$ cat src/rtl/multicycle_control_fsm.sv
// Control unit for a multicycle MIPS-subset datapath (lw, sw, R-type, beq, j, addi).
// Moore-style decode from the state register; only FETCH/MEMREAD/MEMWRITE look at mem_ready.
module multicycle_control_fsm (
  input  logic       clock,
  input  logic       reset,
  input  logic [5:0] opcode,
  input  logic       mem_ready,
  output logic       PCWrite,
  output logic       PCWriteCond,
  output logic       IorD,
  output logic       MemRead,
  output logic       MemWrite,
  output logic       IRWrite,
  output logic       MemtoReg,
  output logic       RegWrite,
  output logic       RegDst,
  output logic       ALUSrcA,
  output logic [1:0] ALUsrcB,
  output logic [1:0] ALUOp,
  output logic [1:0] PCSource,
  output logic [3:0] state,
  output logic       invalid_op
);

  localparam logic [3:0] S_FETCH    = 4'd0;
  localparam logic [3:0] S_DECODE   = 4'd1;
  localparam logic [3:0] S_MEMADDR  = 4'd2;
  localparam logic [3:0] S_MEMREAD  = 4'd3;
  localparam logic [3:0] S_MEMWB    = 4'd4;
  localparam logic [3:0] S_MEMWRITE = 4'd5;
  localparam logic [3:0] S_RTYPE_EX = 4'd6;
  localparam logic [3:0] S_ALU_WB   = 4'd7;
  localparam logic [3:0] S_BRANCH   = 4'd8;
  localparam logic [3:0] S_JUMP     = 4'd9;
  localparam logic [3:0] S_ADDI_EX  = 4'd10;
  localparam logic [3:0] S_ADDI_WB  = 4'd11;
  localparam logic [3:0] S_INVALID  = 4'd12;

  localparam logic [5:0] OP_RTYPE = 6'b000000;
  localparam logic [5:0] OP_LW    = 6'b100011;
  localparam logic [5:0] OP_SW    = 6'b101011;
  localparam logic [5:0] OP_BEQ   = 6'b000100;
  localparam logic [5:0] OP_J     = 6'b000010;
  localparam logic [5:0] OP_ADDI  = 6'b001000;

  logic [3:0] r_state;
  logic [3:0] w_next_state;

  // State register
  always_ff @(posedge clock or negedge reset) begin
    if (!reset) r_state <= S_FETCH;
    else        r_state <= w_next_state;
  end

  // Next-state logic
  always_comb begin
    w_next_state = S_FETCH;
    case (r_state)
      S_FETCH:    w_next_state = mem_ready ? S_DECODE : S_FETCH;
      S_DECODE: begin
        case (opcode)
          OP_LW, OP_SW: w_next_state = S_MEMADDR;
          OP_RTYPE:     w_next_state = S_RTYPE_EX;
          OP_BEQ:       w_next_state = S_BRANCH;
          OP_J:         w_next_state = S_JUMP;
          OP_ADDI:      w_next_state = S_ADDI_EX;
          default:      w_next_state = S_INVALID;
        endcase
      end
      S_MEMADDR:  w_next_state = (opcode == OP_LW) ? S_MEMREAD : S_MEMWRITE;
      S_MEMREAD:  w_next_state = mem_ready ? S_MEMWB : S_MEMREAD;
      S_MEMWB:    w_next_state = S_FETCH;
      S_MEMWRITE: w_next_state = mem_ready ? S_FETCH : S_MEMWRITE;
      S_RTYPE_EX: w_next_state = S_ALU_WB;
      S_ALU_WB:   w_next_state = S_FETCH;
      S_BRANCH:   w_next_state = S_FETCH;
      S_JUMP:     w_next_state = S_FETCH;
      S_ADDI_EX:  w_next_state = S_ADDI_WB;
      S_ADDI_WB:  w_next_state = S_FETCH;
      S_INVALID:  w_next_state = S_INVALID;
      default:    w_next_state = S_FETCH;
    endcase
  end

  // Output decode; reset gates everything low so FETCH strobes never leak during reset
  always_comb begin
    PCWrite     = 1'b0;
    PCWriteCond = 1'b0;
    IorD        = 1'b0;
    MemRead     = 1'b0;
    MemWrite    = 1'b0;
    IRWrite     = 1'b0;
    MemtoReg    = 1'b0;
    RegWrite    = 1'b0;
    RegDst      = 1'b0;
    ALUSrcA     = 1'b0;
    ALUsrcB     = 2'b00;
    ALUOp       = 2'b00;
    PCSource    = 2'b00;
    invalid_op  = 1'b0;
    if (reset) begin
      case (r_state)
        S_FETCH: begin
          MemRead = 1'b1;
          ALUsrcB = 2'b01;
          IRWrite = mem_ready;
          PCWrite = mem_ready;
        end
        S_DECODE:   ALUsrcB = 2'b11;
        S_MEMADDR: begin
          ALUSrcA = 1'b1;
          ALUsrcB = 2'b10;
        end
        S_MEMREAD: begin
          MemRead = 1'b1;
          IorD    = 1'b1;
        end
        S_MEMWB: begin
          MemtoReg = 1'b1;
          RegWrite = 1'b1;
        end
        S_MEMWRITE: begin
          MemWrite = 1'b1;
          IorD     = 1'b1;
        end
        S_RTYPE_EX: begin
          ALUSrcA = 1'b1;
          ALUOp   = 2'b10;
        end
        S_ALU_WB: begin
          RegDst   = 1'b1;
          RegWrite = 1'b1;
        end
        S_BRANCH: begin
          ALUSrcA     = 1'b1;
          ALUOp       = 2'b01;
          PCWriteCond = 1'b1;
          PCSource    = 2'b01;
        end
        S_JUMP: begin
          PCWrite  = 1'b1;
          PCSource = 2'b10;
        end
        S_ADDI_EX: begin
          ALUSrcA = 1'b1;
          ALUsrcB = 2'b10;
        end
        S_ADDI_WB:  RegWrite   = 1'b1;
        S_INVALID:  invalid_op = 1'b1;
        default: ;
      endcase
    end
  end

  assign state = r_state;

endmodule

$ cat config.mk
export PLATFORM = sky130hd
export DESIGN_NAME = multicycle_control_fsm
export DESIGN_NICKNAME = d
export VERILOG_FILES = /design/src/rtl/multicycle_control_fsm.sv
export SDC_FILE = /design/constraint.sdc
export NUM_CORES = 1
export LEC_CHECK = 0
export BUFFER_PORTS_ARGS = -buffer_cell sky130_fd_sc_hd__buf_2
export CORE_AREA = 5 5 42 44
export CTS_CLUSTER_SIZE = 40
export DETAILED_ROUTE_END_ITERATION = 12
export DIE_AREA = 0 0 47 49
export GPL_ROUTABILITY_DRIVEN = 0
export PLACE_DENSITY = 0.79
export SYNTH_ARGS = -nofsm -noshare
export SYNTH_HDL_FRONTEND = slang
export SYNTH_SLANG_ARGS = --single-unit
$ cat constraint.sdc
create_clock -name clock -period 2.45 [get_ports clock]
set_input_delay 0 -clock clock [delete_from_list [all_inputs] [get_ports clock]]
set_output_delay 0 -clock clock [all_outputs]
set_load 0.01 [all_outputs]
==> reports/metrics.cfg, run 1 <==
[clock_network]
cts_tree = built
insertion_delay_ns = 0.25
cts-root-buf = clkbuf_4
clk_pin_slew_ns = 0.04
clk_path_buf_depth = 2
cts_buffers = 3
post_cts_buffers = 0
cts_sinks = 4
htree_levels = 1

[layout]
nets = 119
largest_reg_flops = 4
final_cells = 124
areaGrowthSynthToFinish_pct = 26.0
drive_gt1_share_pct = 32.4
fillers = 161
final_cell_mix = 29 x buf_2, 15 x nor2_1, 8 x nor3_1, 5 x nand3_1
final_common_cell = buf_2
n_antenna_cell = 0

[drt]
ant_nets = 0
vias = 705
drt_iter0_markers = 9
firstDrtPassIters = 4
vias_per_cell = 5.69
totalWireLength_um = 1630
wire_per_inst_um = 13.1
drc = 0

[pwr]
power.leakage_nw = 0.344
power_density_nw_per_um2 = 831
vdd_drop_max_mv = 0.427

[synth]
netlist_top_cells_area = dfrtp_1 18%, nor2_1 10%, nor3_1 7.1%
syn_area_per_cell_um2 = 6.87
synthCells = 82
synth-edff-count = 0
synth-seq-area-share_pct = 17.8
synth_flop_cell = dfrtp_1
synth.distinct_cells = 32
synth_largest_area_cell = dfrtp_1
syn_nets = 91
syn_area_um2 = 563
ys_ff_latch = 4
async_reset_ff_share_pct = 100
yosysTopAreaCellShare_pct = 17.8
ys_warn_count = 0

[critical_path]
r2r_slack_ns = 0.93
crit_start = state[3]
path_class = reg -> out
cp.arrival_ns = 1.61
critical-path-max-stage-delay_ns = 0.56
reg2reg_depth = 4
crit_fanout = 17
end_kind = output port
crit_required_ns = 2.45
start_kind = flop
cp_cell_sequence = nand2b_4, or2_1, a21oi_1, buf_2
crit_end = ALUsrcB[1]
r2r_end = state[0]
slowest_stage = dfrtp_1
r2r_start = state[2]

[sta]
period_needed_ns = 1.61
rsz0062_at_grt = no
finClkSkew_ns = 0.00292
fmax_ghz = 0.621
slew_headroom_pct = 62.4
hold_violations = 0
tightest_slew_ns = 0.564
finalSetupViolations = 0
holdWs_ns = 0.0483
fin_tns_setup_ns = 0
finalMaxSlewViolations = 0
fin_crit_sh_pct = 65.7

[die]
die_w_um = 47
ios = 30
num_rows = 14
die-area_um2 = 2300
initial_utilization_pct = 40.2
core-area_um2 = 1400
die_y_um = 49

[place]
io_buffers = 29
hpwl_um = 1230
placed_cells = 120

[min_path]
hold_path_class = in -> reg
hold_depth = 3

[status]
status = completed

[global_route]
grt_max_degree = 20
overflow = 0
grt_pass1_wl_um = 2570
antenna_found_initial = 0
grt_pass1_vias = 573
grt_usage_pct = 14.8

[job]
maxCapViolations = 0

report_power, final:
part / total, mW / leakage (nW) / switching, mW / internal, mW
Sequential: 0.180 / 0.0530 / 0.0942 / 0.0854
Clock: 0.0894 / 0.0138 / 0.0341 / 0.0553
Combinational: 0.321 / 0.277 / 0.176 / 0.145
final cells by class:
class	count	area [um2]	share of cell area (%)
Inverter	3	11.3	1.59
Tap cell	16	20.0	2.82
Multi-Input combinational cell	68	400	56.4
Sequential cell	4	100	14.1
Clock buffer	3	22.5	3.17
Timing Repair Buffer	30	155	21.9
worst min path at each step:
stage                    from  endpoint
finish              opcode[4]  state[2]
global route        opcode[4]  state[2]
CTS                 opcode[4]  state[2]
detailed placement      reset  state[1]
global placement        reset  state[1]
floorplan               reset  state[0]
repair_timing:
item                      in CTS  in global routing
hold endpoints to repair       4                  0
gates resized for setup        0                  0
hold buffers                   1                  0
cell families (layout without fill, tap and decap cells):
family,count (synthesis),count (layout),share of synthesized area [%]
and+or+nand+nor,46,46,43.6
AOI/OAI and AO/OA,19,19,22.9
buffers and inverters,10,36,11.1
DFF,4,4,17.8
xor gates and xnor gates,3,3,4.67
cell usage after synthesis, types with 2 or more instances:
| master | number |
|---|---|
| nand2_1 | 4 |
| nor2b_1 | 2 |
| dfrtp_1 | 4 |
| nor2_1 | 15 |
| or2_1 | 2 |
| a21oi_1 | 4 |
| a41oi_1 | 2 |
| nand3_1 | 5 |
| buf_4 | 4 |
| o311ai_1 | 2 |
| buf_2 | 2 |
| xnor2_1 | 2 |
| a211oi_1 | 2 |
| inv_1 | 3 |
| and4_1 | 2 |
| o211ai_1 | 2 |
| nor3b_1 | 2 |
| o21ai_0 | 2 |
| nor3_1 | 8 |
critical path: cells and delay by family, from the launching register on:
| kind | cells | cell delay, ns |
|---|---|---|
| flip-flops | 1 | 0.56 |
| buffers and inverters | 1 | 0.15 |
| AND/OR/NAND/NOR | 2 | 0.50 |
| AO/OA/AOI/OAI | 1 | 0.16 |
per-stage QoR:
stage | power [mW] | cell area (um2) | setup WS (ns) | util [%]
detailed placement | 0.495 | 677 | 0.982 | 48.3
finish | 0.590 | 709 | 0.840 | 50.6
global route | 0.634 | 709 | 0.639 | 50.6
floorplan | 0.413 | 563 | 1.08 | -
CTS | 0.587 | 709 | 0.830 | 50.6
global placement | 0.491 | 677 | 0.969 | 48.3
layer usage:
layer  vias up  global-route usage (%)  routed length (um)
met4         0                    8.29                  25
met5         -                       0                   0
met2        33                    21.7                 786
met3         3                    1.48                 128
li1        349                       -                   -
met1       320                    20.2                 690
Note: power is estimated with default switching activity, not from simulation.
==> run 2: changes to the inputs <==
--- a/config.mk
+++ b/config.mk
@@ -6,12 +6,12 @@
 export NUM_CORES = 1
 export LEC_CHECK = 0
 export BUFFER_PORTS_ARGS = -buffer_cell sky130_fd_sc_hd__buf_2
-export CORE_AREA = 5 5 42 44
+export CORE_MARGIN = 5
+export CORE_UTILIZATION = 43
 export CTS_CLUSTER_SIZE = 40
 export DETAILED_ROUTE_END_ITERATION = 12
-export DIE_AREA = 0 0 47 49
 export GPL_ROUTABILITY_DRIVEN = 0
-export PLACE_DENSITY = 0.79
+export PLACE_DENSITY = 0.8
 export SYNTH_ARGS = -nofsm -noshare
 export SYNTH_HDL_FRONTEND = slang
 export SYNTH_SLANG_ARGS = --single-unit
==> constraint.sdc (replaced) <==
create_clock -name clock -period 1.6 [get_ports clock]
set_input_delay 0 -clock clock [delete_from_list [all_inputs] [get_ports clock]]
set_output_delay 0 -clock clock [all_outputs]
set_load 0.01 [all_outputs]
==> run 2 against run 1 <==
Worst hold slack gained 0.013 ns. Clock skew is 0.0013 ns lower. Sequential power grew 36%. Critical endpoint is now ALUSrcA. Highest routed layer unchanged.
==> reports/metrics.cfg, run 2 (same netlist as run 1, synthesis figures left out) <==
[critical_path]
crit_fanout = 9  ; -8
r2r_slack_ns = 0.31  ; -0.62 ns
worst-path-buf-inv = 2  ; +1
critical-path-max-stage-delay_ns = 0.48  ; -0.08 ns
cp.arrival_ns = 1.48  ; -0.13 ns
end_kind = output port
path_delay_family = flip-flops
start_kind = flop
cp_cell_sequence = buf_4, a2111oi_0, buf_2
path_class = reg -> out
slowest_stage = dfrtp_1
crit_required_ns = 1.60  ; -0.85 ns

[place]
io_buffers = 29  ; unchanged
dpl_worst_slack_ns = 0.189  ; -0.792 ns
hpwl_um = 1280  ; +3.7%
placed_cells = 122  ; +1.7%

[drt]
vias_per_cell = 5.64  ; -0.75%
drt_iter0_markers = 19  ; +10
totalWireLength_um = 1670  ; +2.3%
wire_per_inst_um = 13.2  ; +0.71%
drc = 0  ; unchanged
vias = 711  ; +0.85%
firstDrtPassIters = 4  ; unchanged
ant_nets = 0  ; unchanged

[pwr]
power_density_nw_per_um2 = 1270  ; +53%
vdd_drop_max_mv = 0.597  ; +40%
pwr-share-comb_pct = 60.4  ; +6.0 points
power.switching_mw = 0.463  ; +52%
clkPwrFrac_pct = 13.4  ; -1.8 points
p_sw_share_pct = 49.7  ; -1.9 points
seqPwrFrac_pct = 26.2  ; -4.2 points
power.leakage_nw = 0.357  ; +3.7%
power.internal_mw = 0.470  ; +65%

[layout]
n_antenna_cell = 0  ; unchanged
areaGrowthSynthToFinish_pct = 30.2
nets = 122  ; +2.5%
final_cell_mix = 29 x buf_2, 15 x nor2_1, 8 x nor3_1, 5 x nand3_1
final_cells = 126  ; +1.6%
final_common_cell = buf_2
drive_gt1_share_pct = 36.0  ; +3.6 points
largest_reg_flops = 4  ; unchanged

[clock_network]
clk_path_buf_depth = 2  ; unchanged
insertion_delay_ns = 0.23  ; -0.02 ns
clk_pin_slew_ns = 0.04  ; about the same
cts-root-buf = clkbuf_4
cts_sinks = 4  ; unchanged
post_cts_buffers = 0  ; unchanged
htree_levels = 1  ; unchanged
cts_tree = built
cts_buffers = 3  ; unchanged

[sta]
period_needed_ns = 1.48
finClkSkew_ns = 0.00160  ; -0.00132 ns
finalMaxSlewViolations = 0  ; unchanged
hold_violations = 0  ; unchanged
setup_ws_ns = 0.125  ; -0.715 ns
fmax_ghz = 0.678
slew_headroom_pct = 75.9  ; +13 points
fin_tns_setup_ns = 0  ; unchanged
rsz0062_at_grt = no
tightest_slew_ns = 0.359  ; -0.205 ns
fin_crit_sh_pct = 92.2
finalSetupViolations = 0  ; unchanged

[status]
status = completed

[global_route]
antenna_found_initial = 0  ; unchanged
grt_pass1_wl_um = 2640  ; +3.0%
grt_max_degree = 20  ; unchanged
grt_pass1_vias = 647  ; +13%
grt_usage_pct = 16.2  ; +1.4 points
overflow = 0  ; unchanged

[die]
die_w_um = 46.2  ; -1.7%
initial_utilization_pct = 44.4  ; +4.2 points
die_y_um = 46.2  ; -5.7%
core-area_um2 = 1270  ; -9.5%
ios = 30  ; unchanged
die-area_um2 = 2130  ; -7.4%
num_rows = 13  ; -1

[job]
maxCapViolations = 0  ; unchanged

[min_path]
hold_path_class = in -> reg

[run 2: metrics by stage]
stage | total power, mW | util (%) | hold slack, ns | area, um2
5_1_grt | 1.01 | 57.8 | 0.0761 | 733
6_report | 0.933 | 57.8 | 0.0616 | 733
3_5_place_dp | 0.799 | 55.0 | -0.151 | 698
2_1_floorplan | 0.633 | - | -0.296 | 563
3_3_place_gp | 0.788 | 55.0 | -0.152 | 698
4_1_cts | 0.930 | 57.6 | 0.0539 | 731
[run 2: repair_timing]
action                                  in CTS  in global routing
endpoints found under the hold margin        4                  0
resized for setup                            0                  2
hold buffers                                 1                  0
endpoints found under the setup margin       0                  4
[run 2: area by class of cell]
type | count | area [um2]
clock buffers | 3 | 22.5
fillers | 127 | 536
inverters | 3 | 11.3
multi-input cells | 68 | 400
flip-flops and latches | 4 | 103
well taps | 15 | 18.8
repair buffers | 33 | 178
[run 2: final timing paths]
kind,depth (start not counted),to,from
max,3,ALUSrcA,state[2]
min in group asynchronous,2,state[2],reset
min reg2reg,2,state[3],state[3]
min,3,state[2],opcode[4]
max reg2reg,4,state[2],state[3]
max in group asynchronous,2,state[1],reset
[run 2: worst register-to-register path, stage by stage, from the launching register on]
cell      delay [ns]
dfrtp_1         0.50
nand2b_4        0.22
nor2_1          0.06
o311ai_1        0.26
nand3_1         0.11
[run 2: per-layer routing]
metal | global-route usage [%] | part of all wire (%) | vias to the layer above
met4 | 5.11 | 0.42 | 0
met5 | 0 | 0 | -
met2 | 30.2 | 52 | 29
met1 | 19.4 | 42 | 315
li1 | - | - | 365
met3 | 0.781 | 5.6 | 2
[run 2: power groups by stage]
stage	Combinational [mW]	Clock, mW	Sequential [mW]
4_1_cts	0.563	0.127	0.239
2_1_floorplan	0.440	0	0.193
6_report	0.564	0.125	0.244
5_1_grt	0.621	0.134	0.254
3_3_place_gp	0.550	0	0.238
3_5_place_dp	0.559	0	0.241
